File: config.mk
export PLATFORM = sky130hd
export DESIGN_NAME = key_conditioner_flat
export DESIGN_NICKNAME = d
export VERILOG_FILES = /design/src/rtl/key_conditioner_pkg.sv /design/src/rtl/key_conditioner_if.sv /design/src/rtl/key_conditioner_debounce.sv /design/src/rtl/key_conditioner.sv /design/src/flat_wrapper.sv
export SDC_FILE = /design/constraint.sdc
export NUM_CORES = 1
export LEC_CHECK = 0
export ABC_AREA = 1
export CELL_PAD_IN_SITES_DETAIL_PLACEMENT = 0
export CELL_PAD_IN_SITES_GLOBAL_PLACEMENT = 2
export CORE_AREA = 2 2 72 74
export CTS_BUF_LIST = sky130_fd_sc_hd__clkbuf_4 sky130_fd_sc_hd__clkbuf_8
export CTS_CLUSTER_DIAMETER = 200
export CTS_CLUSTER_SIZE = 10
export DETAILED_ROUTE_END_ITERATION = 6
export DIE_AREA = 0 0 74 76
export HOLD_SLACK_MARGIN = 0.12
export MAX_ROUTING_LAYER = met4
export PLACE_DENSITY = 0.79
export SLEW_MARGIN = 20
export SYNTH_ARGS = -nofsm -noshare
export SYNTH_HDL_FRONTEND = slang
export SYNTH_SLANG_ARGS = --single-unit
File: constraint.sdc
create_clock -name clk -period 1 [get_ports clk]
set_input_delay 0.3 -clock clk [delete_from_list [all_inputs] [get_ports clk]]
set_output_delay 0.3 -clock clk [all_outputs]
set_load 0.005 [all_outputs]
File: src/rtl/key_conditioner_pkg.sv
// key_pkg: constants shared by the key conditioner files.
// Holds default sizing and the counter width helper.
package key_pkg;

   localparam int NUM_KEYS_DEFAULT        = 4;
   localparam int DEBOUNCE_CYCLES_DEFAULT = 8;

   // Wide enough to hold DEBOUNCE_CYCLES itself.
   function automatic int cnt_width(input int cycles);
      return $clog2(cycles) + 1;
   endfunction

   // Per-channel view of the debounced outputs.
   typedef struct packed {
      logic level;
      logic press;
      logic rel;
   } key_evt_t;

endpackage

File: src/rtl/key_conditioner_if.sv
// key_conditioner_if: raw board keys in, debounced levels and strobes out.
// master = board/FSM side, slave = conditioner side.
interface key_conditioner_if
   import key_pkg::*;
#(
   parameter int NUM_KEYS = NUM_KEYS_DEFAULT
);

   logic [NUM_KEYS-1:0] key_n;
   logic [NUM_KEYS-1:0] pressed;
   logic [NUM_KEYS-1:0] press_pulse;
   logic [NUM_KEYS-1:0] release_pulse;

   modport master (
      output key_n,
      input  pressed,
      input  press_pulse,
      input  release_pulse
   );

   modport slave (
      input  key_n,
      output pressed,
      output press_pulse,
      output release_pulse
   );

endinterface

File: src/rtl/key_conditioner_debounce.sv
// key_debounce: one key channel -- synchronizer, debounce counter,
// stable level and one-cycle press/release strobes.
module key_debounce
   import key_pkg::*;
#(
   parameter int DEBOUNCE_CYCLES = DEBOUNCE_CYCLES_DEFAULT
) (
   input  logic clk,
   input  logic reset,
   input  logic key_n_i,
   output logic pressed_o,
   output logic press_pulse_o,
   output logic release_pulse_o
);

   localparam int CW = cnt_width(DEBOUNCE_CYCLES);
   localparam logic [CW-1:0] CNT_LAST = CW'(DEBOUNCE_CYCLES - 1);

   logic          sync1_q;
   logic          sync2_q;
   logic          stable_q;
   logic          stable_d;
   logic [CW-1:0] cnt_q;
   logic [CW-1:0] cnt_d;
   key_evt_t      evt_q;
   key_evt_t      evt_d;
   logic          raw_sync;
   logic          mismatch;
   logic          accept;

   // Two-flop synchronizer; idles at released (1) out of reset.
   always_ff @(posedge clk) begin
      if (reset) begin
         sync1_q <= 1'b1;
         sync2_q <= 1'b1;
      end else begin
         sync1_q <= key_n_i;
         sync2_q <= sync1_q;
      end
   end

   assign raw_sync = ~sync2_q;
   assign mismatch = (raw_sync != stable_q);
   assign accept   = mismatch && (cnt_q == CNT_LAST);

   // Count consecutive disagreements; any agreement drops all progress.
   always_comb begin
      stable_d    = stable_q;
      cnt_d       = '0;
      evt_d.press = 1'b0;
      evt_d.rel   = 1'b0;
      if (accept) begin
         stable_d    = ~stable_q;
         evt_d.press = ~stable_q;
         evt_d.rel   = stable_q;
      end else if (mismatch) begin
         cnt_d = cnt_q + 1'b1;
      end
      evt_d.level = stable_d;
   end

   // Debounce state and registered outputs.
   always_ff @(posedge clk) begin
      if (reset) begin
         stable_q <= 1'b0;
         cnt_q    <= '0;
         evt_q    <= '0;
      end else begin
         stable_q <= stable_d;
         cnt_q    <= cnt_d;
         evt_q    <= evt_d;
      end
   end

   assign pressed_o       = evt_q.level;
   assign press_pulse_o   = evt_q.press;
   assign release_pulse_o = evt_q.rel;

endmodule

File: src/rtl/key_conditioner.sv
// key_conditioner: NUM_KEYS independent debounced key channels.
// No clock division here; runs directly on clk.
module key_conditioner
   import key_pkg::*;
#(
   parameter int NUM_KEYS        = NUM_KEYS_DEFAULT,
   parameter int DEBOUNCE_CYCLES = DEBOUNCE_CYCLES_DEFAULT
) (
   input  logic               clk,
   input  logic               reset,
   key_conditioner_if.slave   kif
);

   logic [NUM_KEYS-1:0] pressed_w;
   logic [NUM_KEYS-1:0] press_w;
   logic [NUM_KEYS-1:0] rel_w;

   for (genvar i = 0; i < NUM_KEYS; i++) begin : g_key
      key_debounce #(
         .DEBOUNCE_CYCLES (DEBOUNCE_CYCLES)
      ) u_deb (
         .clk             (clk),
         .reset           (reset),
         .key_n_i         (kif.key_n[i]),
         .pressed_o       (pressed_w[i]),
         .press_pulse_o   (press_w[i]),
         .release_pulse_o (rel_w[i])
      );
   end

   assign kif.pressed       = pressed_w;
   assign kif.press_pulse   = press_w;
   assign kif.release_pulse = rel_w;

endmodule

File: src/flat_wrapper.sv
// flat-port wrapper written by rule: the top's interface ports become plain ports
module key_conditioner_flat import key_pkg::*;
#(
   parameter int NUM_KEYS        = NUM_KEYS_DEFAULT,
   parameter int DEBOUNCE_CYCLES = DEBOUNCE_CYCLES_DEFAULT
)
  (clk, reset, kif_key_n, kif_pressed, kif_press_pulse, kif_release_pulse);
  key_conditioner_if #(.NUM_KEYS(NUM_KEYS)) kif_i ();
  input  logic clk;
  input  logic reset;
  input wire logic [$bits(kif_i.key_n)-1:0] kif_key_n;
  output wire logic [$bits(kif_i.pressed)-1:0] kif_pressed;
  output wire logic [$bits(kif_i.press_pulse)-1:0] kif_press_pulse;
  output wire logic [$bits(kif_i.release_pulse)-1:0] kif_release_pulse;
  assign kif_i.key_n = kif_key_n;
  assign kif_pressed = kif_i.pressed;
  assign kif_press_pulse = kif_i.press_pulse;
  assign kif_release_pulse = kif_i.release_pulse;
  key_conditioner #(.NUM_KEYS(NUM_KEYS), .DEBOUNCE_CYCLES(DEBOUNCE_CYCLES)) u_core (.clk(clk), .reset(reset), .kif(kif_i));
endmodule
==> impl_summary.md <==
GRT
The number of global-route vias before repair is 960. In the global route stage, overall resource usage came out at between 8 and 9%. The global routing met3 resource utilization is between 2 and 3%. The global routing's busiest layer is met2. The overflow left after global routing is 0. The met1 track demand over resource is around a tenth. The initial antenna violation count is 0. The first global-routing pass estimated approximately 3800 um of wire. The routing usage on met2 is 14.4%. Entering global routing, the biggest net connects 11 pins.

Layout
The number of antenna cells inserted is 0. At the end of the flow, the number of nets in the layout was between 200 and 250. The utilization after layout is 39.4%. The number of non-filler instances in the completed layout is roughly 280. The area overhead of the layout relative to synthesis is 35.4%.

The post-route netlist has approximately two fifths of its cells at a drive strength greater than 1.

Clocking
The number of buffers between clock root and the deepest sink is 2. The clock net in this run drives a total of 36 sinks. CTS built an H-tree with a depth of 2.

The root cell of the clock tree is sky130_fd_sc_hd__clkbuf_8. TritonCTS built the clock tree. The TritonCTS buffer count is 5. After clock tree synthesis, the clock-pin slew on the worst setup and hold paths is roughly 0.07 ns. The clock reaches the later pin of the worst-skew pair after approximately 0.28 ns.

Critical path
Traced cell by cell, the critical path runs through buf_2. The combined buffer and inverter count along the critical path is 1. The critical path start-end classification is flop to primary output. The highest-delay cell along the critical path is sky130_fd_sc_hd__dfxtp_2. The maximum single-stage delay on the critical path is 0.32 ns.

The biggest fanout along the worst timing path is 2. The number of cells on the worst reg-to-reg path is 6. The endpoint kind of the worst setup timing path is a primary output. The endpoint identified for the worst register-to-register timing path is u_core.g_key[2].u_deb.pressed_o.

The worst setup path is launched from a flop. The kind of cell adding the most delay to the critical path is flip-flops. The startpoint of the most critical register-to-register path is u_core.g_key[2].u_deb.cnt_q[1]. For the worst setup path, the data required time is about 0.7 ns. The data arrival time at the worst-slack endpoint is between 0.7 and 0.8 ns. The worst register-to-register path has a setup slack of ~0.05 ns.

Placed design
The cell count after placement is roughly 270. The final weighted congestion of routability-driven global placement is around 0.69. After legalization and detailed placement, the total HPWL measured 1700 um. The count of port buffers added during placement is 17.

Logic synthesis
The post-synthesis cell type count is 13. In this run, synthesis produced a sequential element count of 36. The cell count after synthesis is about 180.

The sequential share of the synthesized area is approximately 50%. The number of nets handed over by synthesis was 189. The mapped netlist covers 0.00143 mm2.

The mean area per synthesized cell is approximately 8 um2. For this run, the number of Yosys warnings is 0.

Timing
The max-slew violation count is 0. The relative slew slack is between 80% and 90%. After layout, the worst setup slack is -0.00745 ns. After layout, the minimum clock period comes to 1.01 ns. The total negative slack is -0.0208 ns. The highest attainable clock frequency is slightly below 1 GHz.

For the pin with the worst max-slew slack, the measured transition is roughly 0.23 ns. Setup repair after global routing could not meet its margin everywhere. The final setup violation count is 4. Between clock sinks in the finished design, the worst skew comes to roughly 0.0038 ns.

The count of endpoints failing hold in the final timing report is 0. After layout, the worst path uses 101% of the clock period.

Route
The total via count after detailed routing is ~1100. The wire length per cell after detailed routing is 8.33 um. The overall routed net length is approximately 2300 um. The number of nets with antenna violations after routing is 0. The DRC violation count after routing is 0. The initial DRC count is 28. The number of vias per cell after detailed routing is 3.91. The first detailed-routing pass ran for 4 iterations.

Die
The x dimension of the die is 74 um. The height of the die is approximately 76 um. The I/O pin count is 18. The number of placement rows is 26. Once the floorplan was initialized, standard cells occupied between 20% and 30% of the core. The total area inside the core boundary comes to 0.00491 mm2. The die covers between 0.005 and 0.006 mm2.

Status
The final reports fail on setup timing. The run finished, with violations left.

Power and ir drop
The worst voltage drop across the vdd grid is a little under 0.0007 V. The analysis attributes to cell leakage a power of 0.000839 uW. Power spread over the standard cell area amounts to roughly 1300 mW/mm2.

Job
The tool flagged a number of max-cap violations equal to 0.

Worst hold path
In this run the most critical hold path is launched from u_core.g_key[1].u_deb.sync1_q. The class of the tightest hold or removal check is flop to flop. The instance count along the most critical hold path is 1. The worst-case hold path end point is u_core.g_key[1].u_deb.sync2_q.
## layout by cell type, fill, tap and decap left out, types with 2 or more instances in the layout
| cell type | netlist | layout |
|---|---|---|
| sky130_fd_sc_hd__dfxtp_2 | 0 | 14 |
| sky130_fd_sc_hd__clkdlybuf4s50_1 | 0 | 4 |
| sky130_fd_sc_hd__xnor2_1 | 4 | 4 |
| sky130_fd_sc_hd__buf_6 | 2 | 2 |
| sky130_fd_sc_hd__inv_2 | 1 | 3 |
| sky130_fd_sc_hd__inv_1 | 24 | 22 |
| sky130_fd_sc_hd__nand2_2 | 0 | 11 |
| sky130_fd_sc_hd__buf_2 | 0 | 10 |
| sky130_fd_sc_hd__nand4_1 | 4 | 4 |
| sky130_fd_sc_hd__buf_4 | 12 | 20 |
| sky130_fd_sc_hd__or2_1 | 8 | 8 |
| sky130_fd_sc_hd__nand2_1 | 40 | 28 |
| sky130_fd_sc_hd__dfxtp_1 | 36 | 22 |
| sky130_fd_sc_hd__ha_4 | 0 | 4 |
| sky130_fd_sc_hd__nor2_2 | 4 | 8 |
| sky130_fd_sc_hd__nor2_4 | 0 | 2 |
| sky130_fd_sc_hd__clkbuf_8 | 0 | 5 |
| sky130_fd_sc_hd__nand3_1 | 12 | 8 |
| sky130_fd_sc_hd__nand3_4 | 0 | 4 |
| sky130_fd_sc_hd__nor2_1 | 28 | 22 |
## layout make-up
type	count	area, um2
Inverter	25	93.8
Multi-Input combinational cell	104	661
Clock buffer	6	76.3
Clock inverter	1	5.00
Fill cell	531	2980
Timing Repair Buffer	37	272
Tap cell	70	87.6
Sequential cell	36	738
## cell usage after synthesis (all sizes together)
library cell	instances	area share [%]
inv	25	6.6
nand2	40	11
buf	14	7.9
or2	8	3.5
ha	4	3.5
nor2	32	9.1
dfxtp	36	50
xnor2	4	2.5
nand3	12	4.2
nand4	4	1.8
## cells by family after synthesis
logic type | Yosys count | share of synthesized area, %
and+or+nand+nor | 96 | 29.1
buffers and inverters | 39 | 14.5
DFF | 36 | 50.5
xor gates and xnor gates | 4 | 2.45
adders and majority gates | 4 | 3.51
## worst max path at each step
stage | cells after the start | startpoint | end
after floorplan | 6 | u_core.g_key[2].u_deb.cnt_q[0] | u_core.g_key[2].u_deb.pressed_o
after CTS | 1 | u_core.g_key[2].u_deb.pressed_o | kif_pressed[2]
final | 1 | u_core.g_key[2].u_deb.pressed_o | kif_pressed[2]
after detailed placement | 5 | reset | u_core.g_key[2].u_deb.release_pulse_o
after global routing | 6 | u_core.g_key[2].u_deb.cnt_q[1] | u_core.g_key[2].u_deb.pressed_o
after global placement | 5 | reset | u_core.g_key[2].u_deb.release_pulse_o
## flip-flops by register name, summed over array words and instances, names as in the netlist
| register | cells |
|---|---|
| u_core.g_key.u_deb.release_pulse_o | 4 |
| u_core.g_key.u_deb.sync1_q | 4 |
| u_core.g_key.u_deb.cnt_q | 16 |
| u_core.g_key.u_deb.press_pulse_o | 4 |
| u_core.g_key.u_deb.pressed_o | 4 |
| u_core.g_key.u_deb.sync2_q | 4 |
## per-stage QoR
| step | setup slack, ns | power (uW) | cell area [um2] | hold WS (ns) |
|---|---|---|---|---|
| floorplan | 0.0350 | 1540 | 1430 | 0.383 |
| global placement | -0.376 | 1580 | 1720 | 0.390 |
| detailed placement | -0.417 | 1580 | 1720 | 0.391 |
| CTS | -0.0209 | 2550 | 1750 | 0.406 |
| global route | -0.0491 | 2640 | 1930 | 0.423 |
| finish | -0.00745 | 2520 | 1930 | 0.403 |
## layer usage
| layer | up-vias | part of all wire [%] | wire length [um] |
|---|---|---|---|
| met4 | 0 | 1.7 | 40 |
| li1 | 582 | - | - |
| met3 | 5 | 4.3 | 100 |
| met5 | - | 0 | 0 |
| met1 | 487 | 44 | 1030 |
| met2 | 16 | 50 | 1160 |
## report_power, final
| part | internal [uW] | leakage, uW | switching (uW) | total, uW |
|---|---|---|---|---|
| logic | 50.4 | 0.000496 | 50.8 | 101 |
| registers | 1450 | 0.000299 | 9.17 | 1460 |
| clock network | 500 | 0.0000445 | 457 | 957 |
## timing repair
action	4_1_cts	5_1_grt
hold buffers	0	0
resized for setup	57	47
cloned	0	0
buffers inserted	0	1
pin swaps	0	17
setup endpoints to repair	44	34
No activity file was read; power rests on OpenSTA's default activity.
